<file path="src/rtl/vga_pkg.sv">
// rtl/vga_pkg.sv - shared opcodes, states and glyph codes for the VGA text path
package vga_pkg;

  typedef enum logic [1:0] {
    OP_APPEND    = 2'd0,
    OP_BACKSPACE = 2'd1,
    OP_CLEAR     = 2'd2,
    OP_NOP       = 2'd3
  } op_t;

  typedef enum logic {
    ST_IDLE  = 1'b0,
    ST_CLEAR = 1'b1
  } state_t;

  localparam logic [7:0] PAT_BLANK  = 8'd0;
  localparam logic [7:0] PAT_SQUARE = 8'd1;
  localparam logic [7:0] PAT_A      = 8'd2;
  localparam logic [7:0] PAT_B      = 8'd3;

  localparam int MAX_WORDS = 31;

endpackage

</file>
<file path="src/rtl/word_buffer.sv">
// rtl/word_buffer.sv - frame-synchronised glyph buffer feeding the VGA colour stage
// Edits land in a working copy; a frame-start pulse copies it whole to the display copy.
module word_buffer
  import vga_pkg::*;
#(
  parameter int DEPTH  = MAX_WORDS,
  parameter int CODE_W = 8
) (
  input  logic              i_clk,
  input  logic              i_rst,
  input  logic              i_valid,
  output logic              o_ready,
  input  logic [1:0]        i_op,
  input  logic [CODE_W-1:0] i_code,
  input  logic              i_frame_start,
  output logic [4:0]        o_word_cnt,
  output logic [CODE_W-1:0] o_pattern_num [0:31],
  output logic              o_overflow
);

  localparam logic [4:0] DEPTH_CNT = 5'(DEPTH);
  localparam logic [4:0] LAST_IDX  = 5'd31;

  state_t            state, state_nxt;
  op_t               op;
  logic [4:0]        wcnt;
  logic [4:0]        clr_idx;
  logic [CODE_W-1:0] wbuf [0:31];
  logic              commit_pending;
  logic              accept;
  logic              commit;

  assign op     = op_t'(i_op);
  assign accept = i_valid && o_ready;
  // A pulse seen during a clear is honoured on the first idle edge afterwards.
  assign commit = (state == ST_IDLE) && (i_frame_start || commit_pending);

  always_ff @(posedge i_clk or posedge i_rst) begin
    if (i_rst) state <= ST_IDLE;
    else       state <= state_nxt;
  end

  always_comb begin
    state_nxt = state;
    case (state)
      ST_IDLE:  if (accept && op == OP_CLEAR) state_nxt = ST_CLEAR;
      ST_CLEAR: if (clr_idx == LAST_IDX)      state_nxt = ST_IDLE;
      default:  state_nxt = ST_IDLE;
    endcase
  end

  always_comb begin
    o_ready = 1'b0;
    case (state)
      ST_IDLE:  o_ready = 1'b1;
      ST_CLEAR: o_ready = 1'b0;
      default:  o_ready = 1'b0;
    endcase
  end

  always_ff @(posedge i_clk or posedge i_rst) begin
    if (i_rst) begin
      for (int i = 0; i < 32; i++) wbuf[i] <= '0;
      wcnt       <= '0;
      clr_idx    <= '0;
      o_overflow <= 1'b0;
    end else if (state == ST_CLEAR) begin
      wbuf[clr_idx] <= '0;
      clr_idx       <= clr_idx + 5'd1;
    end else if (accept) begin
      case (op)
        OP_APPEND: begin
          if (wcnt < DEPTH_CNT) begin
            wbuf[wcnt] <= i_code;
            wcnt       <= wcnt + 5'd1;
          end else begin
            o_overflow <= 1'b1;
          end
        end
        OP_BACKSPACE: begin
          if (wcnt != 5'd0) begin
            wbuf[wcnt - 5'd1] <= '0;
            wcnt              <= wcnt - 5'd1;
          end
        end
        OP_CLEAR: begin
          wcnt       <= '0;
          o_overflow <= 1'b0;
          clr_idx    <= '0;
        end
        default: ;
      endcase
    end
  end

  // Non-blocking copy means an edit accepted on a commit edge misses this frame.
  always_ff @(posedge i_clk or posedge i_rst) begin
    if (i_rst) begin
      for (int i = 0; i < 32; i++) o_pattern_num[i] <= '0;
      o_word_cnt     <= '0;
      commit_pending <= 1'b0;
    end else begin
      if (commit) begin
        o_pattern_num  <= wbuf;
        o_word_cnt     <= wcnt;
        commit_pending <= 1'b0;
      end else if (state == ST_CLEAR && i_frame_start) begin
        commit_pending <= 1'b1;
      end
    end
  end

endmodule

</file>
<file path="config.mk">
export PLATFORM = sky130hd
export DESIGN_NAME = word_buffer
export DESIGN_NICKNAME = d
export VERILOG_FILES = /design/src/rtl/vga_pkg.sv /design/src/rtl/word_buffer.sv
export SDC_FILE = /design/constraint.sdc
export NUM_CORES = 1
export LEC_CHECK = 0
export ABC_CLOCK_PERIOD_IN_PS = 25800
export CORE_AREA = 2 2 202 204
export DETAILED_ROUTE_END_ITERATION = 12
export DIE_AREA = 0 0 204 206
export PLACE_DENSITY = 0.78
export SLEW_MARGIN = 15
export SYNTH_ARGS = -nofsm -noshare
export SYNTH_HDL_FRONTEND = slang
export SYNTH_SLANG_ARGS = --single-unit
</file>
<file path="constraint.sdc">
create_clock -name i_clk -period 25.8 [get_ports i_clk]
set_clock_uncertainty 0.15 [all_clocks]
set_input_delay 3.87 -clock i_clk [delete_from_list [all_inputs] [get_ports i_clk]]
set_output_delay 3.87 -clock i_clk [all_outputs]
set_load 0.05 [all_outputs]
</file>
==> flow_metrics.py <==
metrics = {
    "logic_synthesis": {
        "synth_compound_area_frac": 0.164,
        "synth-adder-area-share": 0.00880,
        "sequential_element_share_of_the_synthesized_area": 0.622,
        "synth_fp_nets": 1576,
        "netlist_area_mm2": 0.0213,
        "synth-main-ff-cell": "sky130_fd_sc_hd__dfrtp_1",
        "post_synth_mux_area_share": 0.130,
        "synth_edf_count": 0,
        "largest_family_of_logic_cells_by_synthesized_area": "compound AO/OA/AOI/OAI gates",
        "synthesis.area_per_instance_um2": 13.8,
        "synth.top_cell.area_share": 0.622,
        "ys_ff_latch": 530,
        "synthMostInstantiatedCell": "sky130_fd_sc_hd__dfrtp_1",
        "synth_warnings": 0,
        "yosys_top_cell_by_area": "sky130_fd_sc_hd__dfrtp_1",
        "cell_count_after_synthesis": 1547,
        "netlist_top_cells_count": "sky130_fd_sc_hd__dfrtp_1, sky130_fd_sc_hd__mux2_2, sky130_fd_sc_hd__a32o_1",
        "synth_cell_types": 59,
        "postSynth.asyncResetShare": 1.00,
        "synth.top_cells.by_area": "sky130_fd_sc_hd__dfrtp_1, sky130_fd_sc_hd__mux2_2, sky130_fd_sc_hd__a32o_1",
        "synthXorXnorAreaFrac": 0.000411,
        "post_synth_and_or_nand_nor_area_fraction": 0.0495,
    },
    "global_routing": {
        "grt_use_met1": 0.398,
        "via_count_of_the_first_global_routing_pass": 15100,
        "grt_first_pass_wirelength_um": 92000,
        "grt_use_total": 0.291,
        "antenna_violations_before_repair": 0,
        "gr-total-overflow": 0,
        "grt_util_met2": 0.462,
        "grt_start_max_net_pins": 186,
        "groute.layer.met3.usage": 0.0631,
        "most_used_routing_layer": "met2",
    },
    "clock_network": {
        "tritoncts.num_buffers": 51,
        "cts-root-buf": "sky130_fd_sc_hd__clkbuf_16",
        "cts_repair_resize_count": 0,
        "cts_htree_levels": 2,
        "post-cts-setup-buffers": 0,
        "ctsHoldBuffers": 0,
        "clock_latency_ps": 590,
        "cts.path.max_buffers": 3,
        "cts.sink_count": 530,
        "clock_tree_from_tritoncts": "built",
        "worst_setup_hold_path_clk_slew_ps": 60,
    },
    "sta": {
        "layout_worst_path_cycle_share": 0.272,
        "fmax_mhz": 142,
        "min_period_ps": 7030,
        "timing.max_slew.rel_slack": 0.200,
        "worst-slew-pin-transition_ps": 1190,
        "rsz0062_at_grt": "no",
        "finalMaxSlewViolations": 0,
        "totalNegativeSetupSlack_ps": 0,
        "final-hold-violation-count": 0,
        "final-setup-viol-count": 0,
        "hold_slack_ps": 330,
    },
    "worst_setup_path": {
        "worst_path_buffer_plus_inverter_count": 4,
        "critPathLaunchType": "primary input",
        "req_time_crit_path_ps": 26120,
        "crit_path_end_kind": "flip-flop",
        "cpPeakStageDelay_ps": 920,
        "path_cells": "clkdlybuf4s50_1, o21ai_4, buf_4, buf_4, buf_4, mux2_2",
        "critical_path.startpoint": "i_frame_start",
        "cp.arrival_ps": 7350,
        "timing_worst_setup_path_type": "primary input to flip-flop",
        "critical_path.reg2reg.startpoint": "state$_DFF_PP0_",
        "cell_type_with_the_highest_occurrence_count_on_the_critical_path": "sky130_fd_sc_hd__buf_4",
        "critical_path.slowest_cell": "sky130_fd_sc_hd__buf_4",
        "cp_top_family": "buffers and inverters",
        "timing.critical_path.fanout_max": 80,
    },
    "hold_path": {
        "hp-class": "flip-flop to flip-flop",
        "hold_path_startpoint": "o_pattern_num[152]$_DFFE_PP0P_",
    },
    "power_and_ir_drop": {
        "power_switching_share": 0.362,
        "leakage_nw": 12.0,
        "post-layout-total-power_mw": 2.62,
        "clockPowerShare": 0.305,
        "p_switching_mw": 0.949,
        "power.share.combinational": 0.306,
        "max_ir_drop_vdd_v": 0.0000633,
        "power.share.sequential": 0.389,
        "p_per_area_mw_per_mm2": 99.5,
        "p_int_mw": 1.68,
    },
    "drt": {
        "drt_first_pass_iters": 5,
        "drtIter0Drc": 1333,
        "drt.antenna.violating_nets": 0,
        "drc_errors": 0,
        "wire_per_inst_um": 25.6,
        "vias": 14600,
        "routed_wirelength_um": 60600,
        "routed_via_density": 6.18,
    },
    "placement": {
        "dp_cells": 2276,
        "detailed_place_hpwl_um": 40100,
        "finalWeightedCongestion": 0.925,
        "portBuffers": 276,
    },
    "finish": {
        "final_net_count": 1826,
        "layout.core_utilization": 0.656,
        "layoutNonFillerInstCount": 2368,
        "layout-drive-gt1-share": 0.225,
        "area_growth_syn_to_layout_pct": 23.7,
        "filler_cell_count": 2963,
    },
    "floorplan": {
        "floorplan.rows": 74,
        "overall_die_area_mm2": 0.0420,
        "dieWidth_um": 204,
        "io_pins": 277,
        "core_area_mm2": 0.0402,
        "die_height_um": 206,
        "floorplan.initialDensity": 0.531,
    },
    "run_status": {
        "run_status": "finished, final reports clean",
    },
    "job": {
        "max_cap_violations": 0,
    },
}
final cells by class:
type | count | area (µm²) | share of cell area
flip-flops and latches | 530 | 13300 | 0.503
clock inverters | 26 | 390 | 0.0148
well taps | 532 | 666 | 0.0252
multi-input cells | 882 | 7560 | 0.286
inverters | 29 | 116 | 0.00441
diodes | 1 | 2.50 | 0.0000949
clock buffers | 65 | 1410 | 0.0534
repair buffers | 303 | 2980 | 0.113
state kept, by name, summed over array words and instances, names as in the netlist:
| name | flops |
|---|---|
| wcnt | 5 |
| commit_pending | 1 |
| o_word_cnt | 5 |
| o_pattern_num | 256 |
| wbuf | 256 |
| state | 1 |
| o_overflow | 1 |
| clr_idx | 5 |
layout by cell type, fill, tap and decap left out, drive strengths merged, types with 16 or more instances in the layout:
cell,count
dfrtp,530
clkdlybuf4s50,276
mux2,241
a32o,111
nor2,68
o21ai,67
a22o,66
clkbuf,65
o2bb2ai,63
nand2,59
inv,35
o22ai,34
buf,27
o221ai,24
nand2b,21
nor2b,17
nor3,16
a21oi,16
cell families (layout without fill, tap and decap cells):
logic type	after synthesis	count (layout)
compound gates	402	402
fa+ha+maj	15	15
xor+xnor	1	1
buf+inv	135	423
simple gates	218	218
other cells	0	1
mux	246	246
flops	530	530
power by group through the flow:
stage | logic, mW | registers, mW | clock network [mW]
CTS | 0.803 | 1.02 | 0.810
global placement | 0.786 | 1.03 | 0
global route | 0.845 | 1.03 | 0.847
floorplan | 0.358 | 1.20 | 0
detailed placement | 0.798 | 1.03 | 0
finish | 0.803 | 1.02 | 0.801
layer usage:
metal	vias up	part of all wire
li1	6301	-
met1	7667	0.42
met2	564	0.47
met3	113	0.073
met4	0	0.033
met5	-	0
through the flow:
stage                     setup slack, ps  area [µm²]
final                               18770       26400
after global routing                18560       26400
after CTS                           18760       26400
after detailed placement            18140       24600
after global placement              18180       24600
after floorplan                      6970       21300
final timing paths:
path                                                  end  slack [ps]  depth (start not counted)
setup reg to reg           o_pattern_num[171]$_DFFE_PP0P_       21440                          6
max in group asynchronous  o_pattern_num[102]$_DFFE_PP0P_       19370                          4
hold reg to reg            o_pattern_num[152]$_DFFE_PP0P_         330                          2
setup / recovery           o_pattern_num[171]$_DFFE_PP0P_       18770                          6
min in group asynchronous            wbuf[60]$_DFFE_PP0P_        3700                          2
hold / removal             o_pattern_num[152]$_DFFE_PP0P_         330                          2
worst min-delay path, cell delays in order, from the launching register on:
cell and delay, ps:
sky130_fd_sc_hd__dfrtp_1 340, sky130_fd_sc_hd__nand2_1 50, sky130_fd_sc_hd__o21ai_0 60
(Power assumes the default switching activity.)
